### src/rtl/addsub_pkg.sv
// Shared types and constants for the digit-serial adder/subtractor.
package addsub_pkg;

    typedef enum logic [1:0] {
        IDLE = 2'd0,
        RUN  = 2'd1,
        DONE = 2'd2
    } state_t;

    localparam logic MODE_ADD = 1'b0;
    localparam logic MODE_SUB = 1'b1;

endpackage

### src/rtl/addsub_digit.sv
// Combinational DIGIT-bit ripple slice; in subtract mode B is inverted here
// and the caller supplies the +1 through cin on the first slice.
module addsub_digit
    import addsub_pkg::*;
#(
    parameter int DIGIT = 1
) (
    input  logic [DIGIT-1:0] a,
    input  logic [DIGIT-1:0] b,
    input  logic             cin,
    input  logic             m,
    output logic [DIGIT-1:0] s,
    output logic             cout,
    output logic             cmsb
);

    logic [DIGIT-1:0] b_eff;
    logic [DIGIT:0]   c;

    assign b_eff = (m == MODE_SUB) ? ~b : b;

    // NOTE: every variable gets a default at the top of always_comb so no path
    // leaves it unassigned, which would otherwise infer a latch.
    always_comb begin
        s    = '0;
        c    = '0;
        c[0] = cin;
        for (int i = 0; i < DIGIT; i++) begin
            s[i]   = a[i] ^ b_eff[i] ^ c[i];
            c[i+1] = (a[i] & b_eff[i]) | (c[i] & (a[i] ^ b_eff[i]));
        end
    end

    assign cout = c[DIGIT];
    assign cmsb = c[DIGIT-1];

endmodule

### src/rtl/serial_addsub.sv
// Digit-serial two's-complement adder/subtractor, DIGIT bits per cycle.
// Define SERIAL_ADDSUB_SATURATE_EN to clamp the sum on signed overflow.
module serial_addsub
    import addsub_pkg::*;
#(
    parameter int WIDTH = 8,
    parameter int DIGIT = 1
) (
    input  logic             clk,
    input  logic             rst,
    input  logic             in_valid,
    output logic             in_ready,
    input  logic [WIDTH-1:0] a,
    input  logic [WIDTH-1:0] b,
    input  logic             m,
    output logic             out_valid,
    input  logic             out_ready,
    output logic [WIDTH-1:0] sum,
    output logic             cout,
    output logic             ovf
);

    localparam int N  = WIDTH / DIGIT;
    localparam int CW = (N > 1) ? $clog2(N) : 1;
    localparam logic [CW-1:0] LAST = CW'(N - 1);

    generate
        if (WIDTH < 2) begin : g_bad_width
            $error("serial_addsub: WIDTH must be at least 2");
        end
        if (DIGIT < 1 || (WIDTH % DIGIT) != 0) begin : g_bad_digit
            $error("serial_addsub: WIDTH must be an integer multiple of DIGIT");
        end
    endgenerate

    state_t           state;
    logic [WIDTH-1:0] a_q;
    logic [WIDTH-1:0] b_q;
    logic             m_q;
    logic             carry;
    logic [CW-1:0]    cnt;
    logic [WIDTH-1:0] res;
    logic             cout_q;
    logic             ovf_q;

    logic [DIGIT-1:0] a_sl;
    logic [DIGIT-1:0] b_sl;
    logic [DIGIT-1:0] s_sl;
    logic             c_out;
    logic             c_msb;

    // Slice select by constant part-selects keeps the mux width-exact.
    always_comb begin
        a_sl = '0;
        b_sl = '0;
        for (int i = 0; i < N; i++) begin
            if (cnt == CW'(i)) begin
                a_sl = a_q[i*DIGIT +: DIGIT];
                b_sl = b_q[i*DIGIT +: DIGIT];
            end
        end
    end

    addsub_digit #(
        .DIGIT (DIGIT)
    ) u_digit (
        .a    (a_sl),
        .b    (b_sl),
        .cin  (carry),
        .m    (m_q),
        .s    (s_sl),
        .cout (c_out),
        .cmsb (c_msb)
    );

    // NOTE: operand registers carry no reset; they are always loaded on the
    // accept edge before anything reads them, so a reset would only add fan-out.
    always_ff @(posedge clk) begin
        if (state == IDLE && in_valid) begin
            a_q <= a;
            b_q <= b;
            m_q <= m;
        end
    end

    // NOTE: sequential state uses non-blocking assignments only, so every
    // register samples pre-edge values regardless of statement order.
    always_ff @(posedge clk) begin
        if (rst) begin
            state     <= IDLE;
            in_ready  <= 1'b1;
            out_valid <= 1'b0;
            cnt       <= '0;
            carry     <= 1'b0;
            res       <= '0;
            cout_q    <= 1'b0;
            ovf_q     <= 1'b0;
        end else begin
            case (state)
                IDLE: begin
                    if (in_valid) begin
                        cnt      <= '0;
                        carry    <= (m == MODE_SUB);
                        state    <= RUN;
                        in_ready <= 1'b0;
                    end
                end
                RUN: begin
                    for (int i = 0; i < N; i++) begin
                        if (cnt == CW'(i)) begin
                            res[i*DIGIT +: DIGIT] <= s_sl;
                        end
                    end
                    carry <= c_out;
                    cnt   <= cnt + 1'b1;
                    if (cnt == LAST) begin
                        cout_q    <= c_out;
                        ovf_q     <= c_out ^ c_msb;
                        state     <= DONE;
                        out_valid <= 1'b1;
`ifdef SERIAL_ADDSUB_SATURATE_EN
                        // Later assignment wins over the slice write above.
                        if (c_out ^ c_msb) begin
                            res <= a_q[WIDTH-1] ? {1'b1, {(WIDTH-1){1'b0}}}
                                                : {1'b0, {(WIDTH-1){1'b1}}};
                        end
`else
`endif
                    end
                end
                DONE: begin
                    if (out_ready) begin
                        state     <= IDLE;
                        in_ready  <= 1'b1;
                        out_valid <= 1'b0;
                    end
                end
                default: begin
                    state     <= IDLE;
                    in_ready  <= 1'b1;
                    out_valid <= 1'b0;
                end
            endcase
        end
    end

    assign sum  = res;
    assign cout = cout_q;
    assign ovf  = ovf_q;

endmodule

### config.mk
export PLATFORM = sky130hd
export DESIGN_NAME = serial_addsub
export DESIGN_NICKNAME = d
export VERILOG_FILES = /design/src/rtl/addsub_pkg.sv /design/src/rtl/addsub_digit.sv /design/src/rtl/serial_addsub.sv
export SDC_FILE = /design/constraint.sdc
export NUM_CORES = 1
export LEC_CHECK = 0
export CAP_MARGIN = 40
export CORE_MARGIN = 8
export CORE_UTILIZATION = 40
export DETAILED_ROUTE_END_ITERATION = 7
export PLACE_DENSITY = 0.7
export SETUP_SLACK_MARGIN = 0.2
export SLEW_MARGIN = 40
export SYNTH_ARGS = -nofsm -noshare
export SYNTH_HDL_FRONTEND = slang
export SYNTH_SLANG_ARGS = --single-unit
export TNS_END_PERCENT = 5
### constraint.sdc
create_clock -name clk -period 2.89 [get_ports clk]
set_input_delay 0.289 -clock clk [delete_from_list [all_inputs] [get_ports clk]]
set_output_delay 0.289 -clock clk [all_outputs]
set_load 0.05 [all_outputs]
**After elaboration in Yosys (flattened, before gate mapping)**

Cells that the tools add are included.
W data, S select, Z words.

- Logic and storage cells: 87
- Register bits: 35
- Output and inout bits: 12
- Bits of input ports: 21

- Bitwise logic cells: 9
- Reduce and logical (&&, ||, !) cells: 16
- Mux-type cells: 31
- Equality and inequality tests: 12
- Add/sub/neg operators: 1

Operators by type and width:

| operator | count |
|---|---|
| $mux W1 | 22 |
| $reduce_and A2 Y1 | 9 |
| $eq A3 B3 Y1 const B | 4 |
| $reduce_and A3 Y1 | 3 |
| $eq A3 B2 Y1 const B | 2 |
| $mux W2 | 3 |
| $ne A2 B2 Y1 const B | 3 |
| $pmux W1 S3 | 2 |
| $pmux W2 S3 | 1 |
| $pmux W3 S2 | 1 |
| $add A3 B1 Y3 const B | 1 |
| $eq A3 B1 Y1 const B | 1 |
| $logic_not A3 Y1 | 1 |
| $mux W3 | 1 |
| $not A1 Y1 | 3 |
| $xor A1 B1 Y1 | 3 |
| $and A1 B1 Y1 | 2 |
| $eq A2 B1 Y1 const B | 1 |
| $eq A2 B2 Y1 const B | 1 |
| $logic_not A2 Y1 | 1 |
| $pmux W1 S2 | 1 |
| $reduce_bool A2 Y1 | 1 |
| $logic_and A1 B1 Y1 | 1 |
| $or A1 B1 Y1 | 1 |

**Longest topological paths before layout**

Gate-level depths: netlist (run 1).

- Word-level depth: 15
- Mapped depth: 11
- Mapped depth without buffers: 10

**By module**

Synthesis (run 1) repeated with hierarchy kept, for this count alone.

- Cells, all modules: 158
- Area, all modules: 1609.0 um^2

By module, submodules not included:

| module | times used | cells each | sequential area each (um^2) | area each (um^2) |
|---|---|---|---|---|
| serial_addsub | 1 | 151 | 870.8 | 1557.7 |
| addsub_digit | 1 | 7 | 0.0 | 51.3 |

**Worst setup path before layout (run 1)**

No wires, ideal clock.

- Kind: register to register
- From: reg cnt[2]
- To: reg res[0] (netlist: sum[0])
- Arrival: 2.456 ns
- Period minus slack after synthesis: 2.594 ns
- Cell stages (with the launch flop): 11
- Data required time: 2.752 ns
- Buffers on the path: 2
- Library setup time: 0.138 ns
- Path slack: 0.296 ns
- Cells stage by stage: dfxtp_1 buf_2 inv_1 ha_1 or2_0 a221oi_2 o22ai_1 a221o_1 fa_1 buf_1 a311oi_1

- Word-level cells in the longest chain between the ends: 13
- Elaborated cells on any way between the ends: 29
- Classes of those cells: 7 x eq/ne; 17 x mux; 3 x bitwise; 2 x reduce/logical

RTL lines:

| element | line | source |
|---|---|---|
| start: declaration | serial_addsub.sv:41 | `logic [CW-1:0] cnt;` |
| start signal: assignment | serial_addsub.sv:115 | `cnt <= cnt + 1'b1;` |
| $logic_not A3 Y1 | serial_addsub.sv:57, serial_addsub.sv:110 |  |
| $mux W1 (8 in a row) | serial_addsub.sv:57 | `if (cnt == CW'(i)) begin` |
| $not A1 Y1 | addsub_digit.sv:20 | `assign b_eff = (m == MODE_SUB) ? ~b : b;` |
| $mux W1 | addsub_digit.sv:20 |  |
| $xor A1 B1 Y1 (2 in a row) | addsub_digit.sv:29 | `s[i] = a[i] ^ b_eff[i] ^ c[i];` |
| end signal: indexed assignment | serial_addsub.sv:111 | `res[i*DIGIT +: DIGIT] <= s_sl;` |
| end: declaration | serial_addsub.sv:42 | `logic [WIDTH-1:0] res;` |

Several ways; a longest one is shown, not always the timed one.
A chain may end at the register's enable or synchronous reset.

**Final worst setup path (run 1)**

- From: reg cnt[1]
- To: reg res[2] (netlist: sum[2])

- Word-level cells in the longest chain between the ends: 13
- Elaborated cells on any way between the ends: 29
- Classes of those cells: 7 x eq/ne; 17 x mux; 3 x bitwise; 2 x reduce/logical

RTL lines:

| element | line |
|---|---|
| $logic_not A3 Y1 | serial_addsub.sv:57 |
| $mux W1 (8 in a row) | serial_addsub.sv:57 |
| $not A1 Y1 | addsub_digit.sv:20 |
| $mux W1 | addsub_digit.sv:20 |
| $xor A1 B1 Y1 (2 in a row) | addsub_digit.sv:29 |

Several ways; a longest one is shown, not always the timed one.

==> impl_results.md, run 1 <==
- Net count after synthesis: 169
- Startpoint Class: flip-flop
- FF-to-FF Start: cnt[1]$_SDFFE_PP0P_
- Largest cells by area after synthesis: edfxtp_1, dfxtp_1, a21oi_1
- Slowest cell on the critical path: fa_2
- Multi-input logic area: 636.9 um^2
- I/O pin total: 33
- Seq/Total Area, Yosys: 55.72%
- Vias/cell: 5.155
- Die area: 6163 um^2
- Vias in the first global route: 1125
- Hold crit path type: reg -> reg
- CP Max Fanout: 8
- First-pass GRT wire length: 5.175 mm
- Largest net degree at the start of global routing: 19
- Peak Freq: 0.3910 GHz
- PortBufs: 32
- Residual DRC: 0
- CTS Root Buffer Type: clkbuf_8
- Setup Viol. Count Final: 0
- Drt first pass iters: 4
- Crit. End Element: flip-flop
- CP startpoint: cnt[1]$_SDFFE_PP0P_
- Netlist cell types: 38
- DRT antenna net count: 0
- Latest clock arrival within the worst-skew pair: 0.28 ns
- Synth warn: 0
- Worst path max stage delay: 0.70 ns
- Status: finished, final reports clean
- Worst r2r dst: sum[2]$_SDFFE_PP0P_
- Total chip power: 0.001052 W
- Die width: 78.51 um
- Synth Register Bits: 35
- Pwr per Cell Area: 523.3 nW/um^2
- Maximum vdd drop: 0.0003435 V
- Gr usage total: 10.35%
- Total routed wirelength: 3.125 mm
- Syn Area/Cell: 11.08 um^2
- Slew Limit Fails: 0
- Clock Path Buffers: 2
- Initial Utilization: 42.05%
- GP Congestion: 0.7924
- Max Cap Viol: 0
- Final-stage net count: 199
- Initial drt markers: 83
- Worst Reg-to-Reg Cells: 8
- Sequential Area: 870.8 um^2
- Sum Neg Setup Slack: 0 ns
- Clock Skew: 0.004221 ns
- CP required: 3.02 ns
- Total grt overflow: 0
- H-tree lvl count: 2
- Setup bufs post-CTS: 0
- Period utilization: 88.50%
- Final Cell Area: 2011 um^2
- Hold Vio Cnt, Final: 0
- Reg2Reg Setup Slack: 0.33 ns
- Vias: 1134
- Post-DR wirelength/cell: 14.20 um
- Fillers: 343
- Hold-fix buffers at CTS: 0
- Worst-path clk slew: 0.07 ns
- Synth top area share: 32.67%
- Die span in y: 78.51 um
- Syn Inst Count: 141
- CTS buffer count: 5
- Unrepaired setup endpoints after global routing: false
- Setup crit end: sum[2]$_SDFFE_PP0P_
- Yosys top cell by area: edfxtp_1
- Area growth, synth to finish: 28.66%
- Share of cells above drive strength 1: 13.95%
- Measured slew at the worst slew-check pin: 0.7089 ns
- Syn Std Cell Area: 1563 um^2
- Cell Chain, Critical Path: ha_2, ha_4, or2_0, a221oi_2, o22ai_1, a221o_1, fa_2, a311oi_2
- Detailed placer's ending HPWL: 2.363 mm
- FP Rows: 22
- Core area: 3716 um^2
- Crit Path Class: reg -> reg
- Initial antenna violation count: 0
- Placed cell areas: 1886 um^2
- CTS tree: built
- Diodes inserted: 0
- Lkg Pwr: 0.7020 nW
- # clock sinks: 35
- Crit path DAT: 2.69 ns
- Final Critical Period: 2.558 ns
- Max_slew headroom: 52.59%
## where the power goes
group	internal (W)	leakage, nW	total (W)	switching, W
Sequential	0.000544	0.308	0.000555	0.0000110
Clock	0.000169	0.0422	0.000331	0.000162
Combinational	0.0000771	0.351	0.000166	0.0000893
## per-stage QoR
stage	worst slack [ns]	util, %	hold WS, ns	instances
after floorplan	0.2956	-	0.3879	141
after global placement	0.3133	50.74	0.4833	212
after detailed placement	0.2031	50.74	0.5034	212
after CTS	0.2379	53.00	0.5124	220
after global routing	0.2327	54.11	0.5282	220
final	0.3324	54.11	0.5044	220
## kinds of logic after synthesis
group | count (synthesis) | synth area share [%]
AND/OR/NAND/NOR | 38 | 12.97
buffers and inverters | 19 | 6.325
adder cells (fa/ha/maj) | 7 | 6.085
XOR/XNOR | 2 | 1.121
AO/OA/AOI/OAI | 39 | 17.13
multiplexers | 1 | 0.6405
flip-flops | 35 | 55.72
## synth_stat cells, drive strengths merged
cell and count:
nand2 2, a211oi 6, edfxtp 17, o21bai 1, a221oi 1, xnor2 2, clkbuf 2, dfxtp 18
a221o 2, nor2b 1, ha 6, buf 8, inv 9, and2 1, and3 2, and3b 1
o21ai 1, a21o 2, fa 1, a311oi 4, mux2i 1, nand3b 3, o31ai 1, nor2 18
nand3 2, a2111oi 1, nor3 3, or2 2, o22ai 1, a31oi 3, nand2b 3, a21oi 15
a22o 1
## how the worst min path moves through the flow
stage | start | slack, ns | to | depth (start not counted)
floorplan | a[0] | 0.39 | a_q[0]$_DFFE_PP_ | 0
global placement | ovf$_SDFFE_PP0P_ | 0.48 | ovf$_SDFFE_PP0P_ | 2
detailed placement | sum[6]$_SDFFE_PP0P_ | 0.50 | sum[6]$_SDFFE_PP0P_ | 2
CTS | sum[6]$_SDFFE_PP0P_ | 0.51 | sum[6]$_SDFFE_PP0P_ | 2
global route | sum[6]$_SDFFE_PP0P_ | 0.53 | sum[6]$_SDFFE_PP0P_ | 2
finish | sum[7]$_SDFFE_PP0P_ | 0.50 | sum[7]$_SDFFE_PP0P_ | 2
## routing by layer
| metal | GRT usage, % | vias up | wire [um] |
|---|---|---|---|
| li1 | - | 568 | - |
| met1 | 11.45 | 528 | 1416 |
| met2 | 16.82 | 33 | 1435 |
| met3 | 5.011 | 5 | 236 |
| met4 | 3.889 | 0 | 36 |
| met5 | 0 | - | 0 |
## state kept, by name (all words and copies together) (netlist names)
register   cells
in_ready       1
cout           1
state          2
m_q            1
out_valid      1
a_q            8
ovf            1
carry          1
b_q            8
cnt            3
sum            8
## placed cells by master, fill, tap and decap left out, types with 2 or more instances in the layout
| cell type | n |
|---|---|
| clkdlybuf4s50_1 | 32 |
| dfxtp_1 | 18 |
| nor2_1 | 17 |
| edfxtp_1 | 17 |
| a21oi_1 | 15 |
| inv_1 | 8 |
| a211oi_1 | 6 |
| clkbuf_8 | 5 |
| ha_2 | 4 |
| nand3b_1 | 3 |
| nor3_1 | 3 |
| nand2b_1 | 3 |
| a31oi_1 | 3 |
| a311oi_2 | 3 |
| nand2_1 | 2 |
| a221o_1 | 2 |
| nand3_1 | 2 |
| a21o_1 | 2 |
| xnor2_1 | 2 |
| and3_2 | 2 |
| clkbuf_1 | 2 |
## worst max-delay path, delay by kind of cell (launching register included)
family | cells | cell delay [ns]
AOI/OAI and AO/OA | 4 | 0.75
adders and majority gates | 3 | 1.09
DFF | 1 | 0.34
and+or+nand+nor | 1 | 0.23
## area by class of cell
class                           count  area share (%)
Sequential cell                    35           43.31
Timing Repair Buffer               33           16.30
Inverter                            9           1.680
Clock inverter                      1          0.2489
Tap cell                           48           2.987
Multi-Input combinational cell     87           31.67
Clock buffer                        7           3.796
## repair_timing
| action | 4_1_cts | 5_1_grt |
|---|---|---|
| gates resized for setup | 1 | 9 |
| pin swaps | 0 | 2 |
| hold endpoints to repair | 0 | 0 |
| endpoints found under the setup margin | 1 | 10 |
Note: power is estimated with default switching activity, not from simulation.
==> run 2, diff against run 1 <==
Clock period 2.89 ns to 2.9 ns, I/O delays scaled along.
==> run 2 against run 1 <==
Against the previous run:
- routed wire length is 0.13% lower
- setup slack got worse by 0.012 ns
- die area is the same
- sequential share of layout area unchanged
- register-to-register slack about the same
- critical path depth is the same
- core utilization did not move
- hold slack hardly changed
- critical endpoint unchanged
- largest cell class unchanged
- highest routed layer unchanged
==> impl_results.md, run 2 (synthesized netlist as in run 1, its figures left out) <==
- Multi-input logic area: 636.9 um^2
- Core area: 3716 um^2
- Residual DRC: 0
- Most common cell after layout, fill and taps aside: clkdlybuf4s50_1
- Reg2Reg Setup Slack: 0.32 ns
- Setup bufs post-CTS: 0
- Placed Cells: 212
- Measured slew at the worst slew-check pin: 0.7037 ns
- PortBufs: 32
- Die area: 6163 um^2
- Final-stage net count: 199
- Worst Reg-to-Reg Cells: 8
- Sequential Area: 870.8 um^2
- Sw Share: 24.83%
- FP Rows: 22
- Worst min-delay path endpoint: sum[7]$_SDFFE_PP0P_
- Diodes inserted: 0
- CTS buffer count: 5
- Hold Vio Cnt, Final: 0
- Period utilization: 88.95%
- Maximum vdd drop: 0.0003423 V
- Max Cap Viol: 0
- Logic pwr share: 15.8%
- Initial drt markers: 54
- Largest net degree at the start of global routing: 19
- DRT antenna net count: 0
- Total grt overflow: 0
- Cell Chain, Critical Path: ha_2, ha_4, or2_0, a221oi_2, o22ai_1, a221o_1, fa_2, a311oi_2
- Clock Skew: 0.004460 ns
- Vias/cell: 5.168
- Detailed placer's ending HPWL: 2.363 mm
- Final Critical Period: 2.580 ns
- Share of cells above drive strength 1: 13.95%
- Placed cell areas: 1886 um^2
- Total chip power: 0.001048 W
- First-pass GRT wire length: 5.175 mm
- # clock sinks: 35
- Fillers: 343
- Hold crit path type: reg -> reg
- CP Max Fanout: 8
- P_sw: 0.0002602 W
- Drt first pass iters: 4
- CTS Root Buffer Type: clkbuf_8
- Hold Path Depth: 2
- Die span in y: 78.51 um
- Status: finished, final reports clean
- Hold_ws: 0.5044 ns
- H-tree lvl count: 2
- Total routed wirelength: 3.121 mm
- Crit path DAT: 2.71 ns
- Crit. End Element: flip-flop
- Lkg Pwr: 0.7020 nW
- Area growth, synth to finish: 28.66%
- Vias in the first global route: 1125
- Startpoint Class: flip-flop
- Initial antenna violation count: 0
- FF-to-FF Start: cnt[1]$_SDFFE_PP0P_
- CP required: 3.03 ns
- Worst path max stage delay: 0.69 ns
- Final Cell Area: 2011 um^2
- Seq pwr share: 52.8%
- Commonest non-fill, non-tap cells in the layout: clkdlybuf4s50_1, dfxtp_1, nor2_1, edfxtp_1, a21oi_1
- CTS tree: built
- Clock power share: 31.4%
- Latest clock arrival within the worst-skew pair: 0.28 ns
- Post-DR wirelength/cell: 14.19 um
- Internal power: 0.0007875 W
- Family with the most delay on the worst path: adder cells
- Slew Limit Fails: 0
- Non-filler cells, final: 220
- Unrepaired setup endpoints after global routing: false
- Crit Path Class: reg -> reg
- Worst r2r dst: sum[2]$_SDFFE_PP0P_
- Gr usage total: 10.35%
- Initial Utilization: 42.05%
- Setup Viol. Count Final: 0
- Die width: 78.51 um
- GP Congestion: 0.7924
- Hold path start: sum[7]$_SDFFE_PP0P_
- Slowest cell on the critical path: fa_2
- Sum Neg Setup Slack: 0 ns
- I/O pin total: 33
- Worst-path clk slew: 0.07 ns
- Pwr per Cell Area: 521.1 nW/um^2
- Max_slew headroom: 52.94%
- Peak Freq: 0.3877 GHz
- Buf/Inv on CP: 0
- Clock Path Buffers: 2
- Vias: 1137
-- run 2: cell counts in the layout (fill, tap and decap cells not counted) --
No cell type changed its count.
-- run 2: final cells by class --
class                      count  area share, %
inverter                       9          1.680
sequential                    35          43.31
clock inverter                 1         0.2489
multi-input combinational     87          31.67
clock buffer                   7          3.796
tap                           48          2.987
timing repair buffer          33          16.30
-- run 2: worst max-delay path by stage --
stage / from / endpoint / slack (ns) / cells past startpoint
finish: cnt[1]$_SDFFE_PP0P_ / sum[2]$_SDFFE_PP0P_ / 0.32 / 8
global route: cnt[0]$_SDFFE_PP0P_ / sum[2]$_SDFFE_PP0P_ / 0.21 / 8
CTS: cnt[1]$_SDFFE_PP0P_ / sum[0]$_SDFFE_PP0P_ / 0.25 / 8
detailed placement: cnt[1]$_SDFFE_PP0P_ / sum[0]$_SDFFE_PP0P_ / 0.21 / 8
global placement: cnt[0]$_SDFFE_PP0P_ / sum[1]$_SDFFE_PP0P_ / 0.32 / 8
floorplan: cnt[2]$_SDFFE_PP0P_ / sum[0]$_SDFFE_PP0P_ / 0.31 / 10
-- run 2: per-stage QoR --
stage	setup WS, ns	utilization [%]
floorplan	0.3056	-
global placement	0.3233	50.74
detailed placement	0.2131	50.74
CTS	0.2479	53.00
global route	0.2149	54.11
finish	0.3204	54.11
-- run 2: layer usage --
layer	vias up	share of wire (%)	GRT usage, %
met3	4	7.7	5.011
met5	-	0	0
met4	0	0.87	3.889
met2	31	46	16.82
li1	568	-	-
met1	534	45	11.45
-- run 2: power by group through the flow --
| stage | logic, W | registers, W | clock network [W] |
|---|---|---|---|
| 3_3_place_gp | 0.000148 | 0.000563 | 0 |
| 2_1_floorplan | 0.0000885 | 0.000575 | 0 |
| 3_5_place_dp | 0.000154 | 0.000564 | 0 |
| 6_report | 0.000166 | 0.000553 | 0.000329 |
| 5_1_grt | 0.000179 | 0.000555 | 0.000365 |
| 4_1_cts | 0.000157 | 0.000553 | 0.000339 |
-- run 2: worst min-delay path, stage by stage, from the launching register on --
cell and delay (ns):
dfxtp_1 0.31, nor2_1 0.09, a211oi_1 0.05
-- run 2: timing repair --
item	CTS	global route
gates resized for setup	1	9
endpoints found under the setup margin	1	10
pin swaps	0	1
hold buffers	0	0
